==> src/rtl/alu_pkg.sv <==
// ============================================================================
// Module : alu_pkg
// Brief  : Shared opcodes, datapath width and FSM state type for the ALU arbiter.
// Rev    : 1.0
// ============================================================================
`default_nettype none

package alu_pkg;

    localparam int ALU_W = 8;

    localparam logic [2:0] OP_ADD = 3'd0;
    localparam logic [2:0] OP_SUB = 3'd1;
    localparam logic [2:0] OP_AND = 3'd2;
    localparam logic [2:0] OP_OR  = 3'd3;
    localparam logic [2:0] OP_XOR = 3'd4;
    localparam logic [2:0] OP_SHL = 3'd5;
    localparam logic [2:0] OP_SHR = 3'd6;
    localparam logic [2:0] OP_SLT = 3'd7;

    typedef enum logic [1:0] {
        IDLE = 2'd0,
        EXEC = 2'd1,
        RESP = 2'd2
    } state_t;

endpackage

`default_nettype wire

==> src/rtl/alu_rr_arbiter_alu.sv <==
// ============================================================================
// Module : alu
// Brief  : Purely combinational 8-bit ALU (wrap-around arithmetic, logic, shifts, SLT).
// Rev    : 1.0
// ============================================================================
`default_nettype none

module alu
    import alu_pkg::*;
(
    input  logic [ALU_W-1:0] a,
    input  logic [ALU_W-1:0] b,
    input  logic [2:0]       op,
    output logic [ALU_W-1:0] result,
    output logic             zero
);

    localparam logic [ALU_W-1:0] c_SH_LIMIT = ALU_W[ALU_W-1:0];

    always_comb begin
        result = '0;
        case (op)
            OP_ADD:  result = a + b;
            OP_SUB:  result = a - b;
            OP_AND:  result = a & b;
            OP_OR:   result = a | b;
            OP_XOR:  result = a ^ b;
            // The whole of b is the shift amount, so anything past the width clears the word
            OP_SHL:  result = (b >= c_SH_LIMIT) ? '0 : (a << b[2:0]);
            OP_SHR:  result = (b >= c_SH_LIMIT) ? '0 : (a >> b[2:0]);
            OP_SLT:  result = {{(ALU_W-1){1'b0}}, (a < b)};
            default: result = '0;
        endcase
    end

    assign zero = (result == '0);

endmodule

`default_nettype wire

==> src/rtl/alu_rr_arbiter_rr_pick.sv <==
// ============================================================================
// Module : rr_pick
// Brief  : Combinational round-robin selector, searching upward from last_grant+1.
// Rev    : 1.0
// ============================================================================
`default_nettype none

module rr_pick #(
    parameter int N_REQ = 4,
    parameter int ID_W  = $clog2(N_REQ)
) (
    input  logic [N_REQ-1:0] req,
    input  logic [ID_W-1:0]  last_grant,
    output logic [ID_W-1:0]  grant,
    output logic             any
);

    int              w_sum;
    logic [ID_W-1:0] w_idx;

    // Walk from the farthest candidate down so the nearest one after last_grant wins
    always_comb begin
        grant = '0;
        any   = 1'b0;
        w_sum = 0;
        w_idx = '0;
        for (int i = N_REQ; i >= 1; i--) begin
            w_sum = (int'(last_grant) + i) % N_REQ;
            w_idx = w_sum[ID_W-1:0];
            if (req[w_idx]) begin
                grant = w_idx;
                any   = 1'b1;
            end
        end
    end

endmodule

`default_nettype wire

==> src/rtl/alu_rr_arbiter.sv <==
// ============================================================================
// Module : alu_rr_arbiter
// Brief  : Round-robin sharing of one ALU among N_REQ requesters, registered
//          id-tagged response. Define ALU_ARB_STATS_EN for stat_ops/stat_stall.
// Rev    : 1.0
// ============================================================================
`default_nettype none

module alu_rr_arbiter
    import alu_pkg::*;
#(
    parameter  int N_REQ = 4,
    localparam int ID_W  = $clog2(N_REQ)
) (
    input  logic                   clk,
    input  logic                   rst_n,
    input  logic [N_REQ-1:0]       req_valid,
    output logic [N_REQ-1:0]       req_ready,
    input  logic [ALU_W*N_REQ-1:0] req_a,
    input  logic [ALU_W*N_REQ-1:0] req_b,
    input  logic [3*N_REQ-1:0]     req_op,
    output logic                   resp_valid,
    input  logic                   resp_ready,
    output logic [ID_W-1:0]        resp_id,
    output logic [ALU_W-1:0]       resp_result,
`ifdef ALU_ARB_STATS_EN
    output logic [15:0]            stat_ops,
    output logic [15:0]            stat_stall,
`endif
    output logic                   resp_zero
);

    state_t           r_state;
    state_t           w_next;
    logic [ID_W-1:0]  r_last;
    logic [ID_W-1:0]  r_id;
    logic [ALU_W-1:0] r_a;
    logic [ALU_W-1:0] r_b;
    logic [2:0]       r_op;
    logic             r_resp_valid;
    logic [ID_W-1:0]  r_resp_id;
    logic [ALU_W-1:0] r_resp_result;
    logic             r_resp_zero;

    logic [ID_W-1:0]  w_grant;
    logic             w_any;
    logic [N_REQ-1:0] w_ready;
    logic [ALU_W-1:0] w_sel_a;
    logic [ALU_W-1:0] w_sel_b;
    logic [2:0]       w_sel_op;
    logic [ALU_W-1:0] w_alu_result;
    logic             w_alu_zero;
    logic             w_accept;
    logic             w_resp_fire;

    rr_pick #(
        .N_REQ (N_REQ),
        .ID_W  (ID_W)
    ) u_rr_pick (
        .req        (req_valid),
        .last_grant (r_last),
        .grant      (w_grant),
        .any        (w_any)
    );

    alu u_alu (
        .a      (r_a),
        .b      (r_b),
        .op     (r_op),
        .result (w_alu_result),
        .zero   (w_alu_zero)
    );

    always_comb begin
        w_sel_a  = '0;
        w_sel_b  = '0;
        w_sel_op = '0;
        for (int i = 0; i < N_REQ; i++) begin
            if (w_grant == ID_W'(i)) begin
                w_sel_a  = req_a[i*ALU_W +: ALU_W];
                w_sel_b  = req_b[i*ALU_W +: ALU_W];
                w_sel_op = req_op[i*3 +: 3];
            end
        end
    end

    always_ff @(posedge clk or negedge rst_n) begin
        if (!rst_n) begin
            r_state <= IDLE;
        end else begin
            r_state <= w_next;
        end
    end

    always_comb begin
        w_next  = r_state;
        w_ready = '0;
        case (r_state)
            IDLE: begin
                if (w_any) begin
                    w_ready[w_grant] = 1'b1;
                    w_next           = EXEC;
                end
            end
            EXEC:    w_next = RESP;
            RESP:    if (resp_ready) w_next = IDLE;
            default: w_next = IDLE;
        endcase
    end

    assign w_accept    = (r_state == IDLE) && w_any;
    assign w_resp_fire = (r_state == RESP) && r_resp_valid && resp_ready;

    always_ff @(posedge clk or negedge rst_n) begin
        if (!rst_n) begin
            r_last        <= ID_W'(N_REQ - 1);
            r_id          <= '0;
            r_a           <= '0;
            r_b           <= '0;
            r_op          <= '0;
            r_resp_valid  <= 1'b0;
            r_resp_id     <= '0;
            r_resp_result <= '0;
            r_resp_zero   <= 1'b0;
        end else begin
            if (w_accept) begin
                r_a    <= w_sel_a;
                r_b    <= w_sel_b;
                r_op   <= w_sel_op;
                r_id   <= w_grant;
                r_last <= w_grant;
            end
            if (r_state == EXEC) begin
                r_resp_valid  <= 1'b1;
                r_resp_result <= w_alu_result;
                r_resp_zero   <= w_alu_zero;
                r_resp_id     <= r_id;
            end else if (w_resp_fire) begin
                r_resp_valid <= 1'b0;
            end
        end
    end

    assign req_ready   = w_ready;
    assign resp_valid  = r_resp_valid;
    assign resp_id     = r_resp_id;
    assign resp_result = r_resp_result;
    assign resp_zero   = r_resp_zero;

`ifdef ALU_ARB_STATS_EN
    logic [15:0] r_stat_ops;
    logic [15:0] r_stat_stall;

    // Both counters stick at all-ones rather than wrapping
    always_ff @(posedge clk or negedge rst_n) begin
        if (!rst_n) begin
            r_stat_ops   <= '0;
            r_stat_stall <= '0;
        end else begin
            if (w_resp_fire && (r_stat_ops != 16'hFFFF)) begin
                r_stat_ops <= r_stat_ops + 16'd1;
            end
            if ((r_state == RESP) && !resp_ready && (r_stat_stall != 16'hFFFF)) begin
                r_stat_stall <= r_stat_stall + 16'd1;
            end
        end
    end

    assign stat_ops   = r_stat_ops;
    assign stat_stall = r_stat_stall;
`endif

endmodule

`default_nettype wire

==> config.mk <==
export PLATFORM = sky130hd
export DESIGN_NAME = alu_rr_arbiter
export DESIGN_NICKNAME = d
export VERILOG_FILES = /design/src/rtl/alu_pkg.sv /design/src/rtl/alu_rr_arbiter_alu.sv /design/src/rtl/alu_rr_arbiter_rr_pick.sv /design/src/rtl/alu_rr_arbiter.sv
export SDC_FILE = /design/constraint.sdc
export NUM_CORES = 1
export LEC_CHECK = 0
export BUFFER_PORTS_ARGS = -buffer_cell sky130_fd_sc_hd__buf_2
export CORE_MARGIN = 2
export CORE_UTILIZATION = 60
export CTS_BUF_LIST = sky130_fd_sc_hd__clkbuf_4
export CTS_CLUSTER_SIZE = 25
export DETAILED_ROUTE_END_ITERATION = 10
export PLACE_DENSITY = 0.89
export SLEW_MARGIN = 10
export SYNTH_ARGS = -nofsm -noshare
export SYNTH_HDL_FRONTEND = slang
export SYNTH_SLANG_ARGS = --single-unit
==> constraint.sdc <==
create_clock -name clk -period 6.55 [get_ports clk]
set_input_delay 0.655 -clock clk [delete_from_list [all_inputs] [get_ports clk]]
set_output_delay 0.655 -clock clk [all_outputs]
set_load 0.02 [all_outputs]
==> reports/metrics.csv <==
stage,metric,value,unit
status,outcome,"complete, no violations",
placed_design,buffers_on_ports,98,
cts,post_cts_buffers,0,
routing,dr.pass1.iters,5,
setup_path,reg2reg_slack,3390,ps
floorplanning,die_w,83.0,um
cts,cts_hold_repair.buffers,0,
cts,max_h_tree_level,2,
timing,setup_ws,3180,ps
timing,finalSetupViolations,0,
synthesis,synth.cell_area,0.00375,mm2
floorplanning,initial_util,62.5,%
routing,wire_length_after_detailed_routing,10300,um
synthesis,yosys_warnings,0,
cts,clockRootBuffer,clkbuf_4,
timing,slew_headroom,45.8,%
setup_path,critPathRequiredTime,5890,ps
setup_path,crit_type,in -> out,
synthesis,unique_cell_type_count_in_the_yosys_netlist,59,
synthesis,ys_ff_latch,37,
grt,via_count_of_the_first_global_routing_pass,3497,
pwr,total_power,2.35,mW
setup_path,critPathCaptureType,output port,
cts,tritoncts,yes,
setup_path,arrival_time_reported_for_the_critical_path_endpoint,2710,ps
routing,remaining_drc_errors,0,
timing,final_hold_fails,0,
routing,viasPerCell,6.20,
synthesis,ys_async_sr_fraction,100,%
cts,cts-resized-gates,0,
timing,rsz0062_at_grt,no,
grt,grt_antenna_before_repair,0,
timing,period_minus_slack,3370,ps
routing,final_antenna_net_count,0,
synthesis,synth_flop_cell,dfrtp_1,
placed_design,place_worst_setup_slack,3200,ps
timing,clock.fmax,0.297,GHz
cts,clk_pin_slew_worst_paths,130,ps
synthesis,fraction_of_the_yosys_area_taken_by_sequential_cells,24.8,%
routing,avgRoutedWirePerCell,17.4,um
routing,vias,3690,
synthesis,syn_inst,440,
setup_path,timing.critical_path.from_type,input pin,
floorplanning,die_area,0.00689,mm2
placed_design,dp_hpwl,8110,um
placed_design,placed_cells,587,
pwr,power_per_cell_area,546,mW/mm2
timing,final_max_slew_viol_count,0,
finish,antenna-diode-count,0,
finish,nNetsFinal,629,
synthesis,synth_nets,550,
grt,maximum_number_of_pins_on_one_net_before_global_route_repair,44,
cts,cts-root-to-sink-buffers,2,
cts,clk_latency,360,ps
cts,cts_num_sinks,37,
synthesis,synth-edff-count,0,
grt,grt.overflow.total,0,
timing,clock-skew-final,28.0,ps
pwr,ir_drop,0.273,mV
cts,tritoncts_buffers,5,
finish,post_route_cells_drive_above_1_share,28.5,%
placed_design,gpl.final_weighted_congestion,0.958,
timing,min_period_over_period,51.4,%
finish,finish.cell_count_without_fillers,595,
floorplanning,core_region_area,0.00599,mm2
grt,groute.usage.overall,30.5,%
floorplanning,fp.dieH,83.0,um
timing,worst_slew_pin_tran,813,ps
finish,final_cell_area,0.00431,mm2
synthesis,post_synth.cell_area_avg,8.51,um2
placed_design,placedInstanceArea,0.00423,mm2
floorplanning,rows,28,
floorplanning,ioPinCount,99,
setup_path,critical_path.max_fanout,36,
routing,detailedRoute.firstIterationViolations,241,
pwr,power.leakage,2.03,nW
worst_hold_path,worst_hold_path_type,in -> async,
timing,totalNegativeSetupSlack,0,ps
finish,area_delta_synth_final,14.9,%
run,maxCapViolations,0,
grt,grt_first_pass_wirelength,17100,um
[layer usage]
metal / global-route usage [%] / share of wire (%) / vias up
met2: 49.6 / 47 / 186
met1: 39.7 / 43 / 1703
met5: 0 / 0 / -
li1: - / - / 1773
met3: 7.46 / 7.5 / 28
met4: 11.0 / 2.7 / 0
[path summary, 6_finish.rpt]
check / to / startpoint / depth (start not counted)
setup / recovery: req_ready[2] / req_valid[3] / 7
hold / removal: r_id[0]$_DFFE_PN0P_ / rst_n / 1
setup reg to reg: resp_zero$_DFFE_PN0P_ / r_b[1]$_DFFE_PN0P_ / 9
hold reg to reg: resp_result[4]$_DFFE_PN0P_ / resp_result[4]$_DFFE_PN0P_ / 2
max in group asynchronous: r_b[6]$_DFFE_PN0P_ / rst_n / 1
min in group clk: resp_result[4]$_DFFE_PN0P_ / resp_result[4]$_DFFE_PN0P_ / 2
[cells in the mapped netlist, drive strengths merged (5+ instances only)]
cell	instances	share of area (%)
a211o	5	1.2
a211oi	8	1.6
a21oi	32	4.3
buf	12	1.9
clkbuf	16	1.7
dfrtp	35	23
ha	25	8.4
inv	28	2.8
mux2	26	7.8
mux2i	20	5.3
mux4	5	3.3
nand2	48	4.8
nand2b	13	2.2
nor2	13	1.3
nor2b	13	2.2
nor3	9	1.2
o211ai	20	4.0
o21ai	36	4.8
o22ai	7	1.2
o31ai	7	1.4
[cell families after synthesis]
logic type | Yosys count | share of synthesized area, %
simple gates | 118 | 16.0
flops | 37 | 24.8
mux | 51 | 16.5
compound gates | 147 | 26.1
fa+ha+maj | 27 | 9.42
buf+inv | 57 | 6.55
xor+xnor | 3 | 0.702
[cells in the final DEF (no fill, tap or decap), types with 3 or more instances in the layout]
master,n
buf_2,98
nand2_1,48
o21ai_0,35
dfrtp_1,35
a21oi_1,31
inv_1,28
mux2_2,26
ha_1,25
mux2i_1,20
o211ai_1,20
nand2b_1,13
nor2_1,13
nor2b_1,13
nor3_1,9
a211oi_1,8
o31ai_1,7
o22ai_1,7
a211o_1,5
clkbuf_4,5
a21o_1,4
a21boi_0,3
or3_1,3
o221ai_1,3
and3b_1,3
mux4_1,3
a22oi_1,3
or2_2,3
[sequential cells by signal, indices dropped and copies added (netlist names)]
| name | flops |
|---|---|
| resp_id | 2 |
| r_op | 3 |
| r_state | 2 |
| r_id | 2 |
| resp_zero | 1 |
| r_a | 8 |
| resp_result | 8 |
| r_last | 2 |
| r_b | 8 |
| resp_valid | 1 |
[layout make-up]
type / instances / area [um2]
Sequential cell: 37 / 928
Tap cell: 75 / 93.8
Multi-Input combinational cell: 346 / 2590
Clock inverter: 3 / 41.3
Clock buffer: 5 / 37.5
Inverter: 29 / 109
Fill cell: 467 / 1690
Timing Repair Buffer: 100 / 505
[power breakdown]
group          internal [mW]  leakage, nW  switching, mW  total, mW
logic                  0.702         1.54          0.921       1.62
registers              0.346        0.449          0.227      0.573
clock network         0.0790       0.0389         0.0754      0.154
total                   1.13         2.03           1.22       2.35
[metrics by stage]
step | hold WS (ps) | util (%)
2_1_floorplan | 359 | -
3_3_place_gp | 457 | 70.6
3_5_place_dp | 466 | 70.6
4_1_cts | 389 | 71.9
5_1_grt | 429 | 71.9
6_report | 378 | 71.9
[worst max-delay path, cell delays in order]
cell and delay [ps]:
buf_2 120, nor2_1 220, a211o_1 400, clkinv_1 690, nand2_1 390, nor2_1 70
buf_2 170
Power figures use the tool's default switching activity.
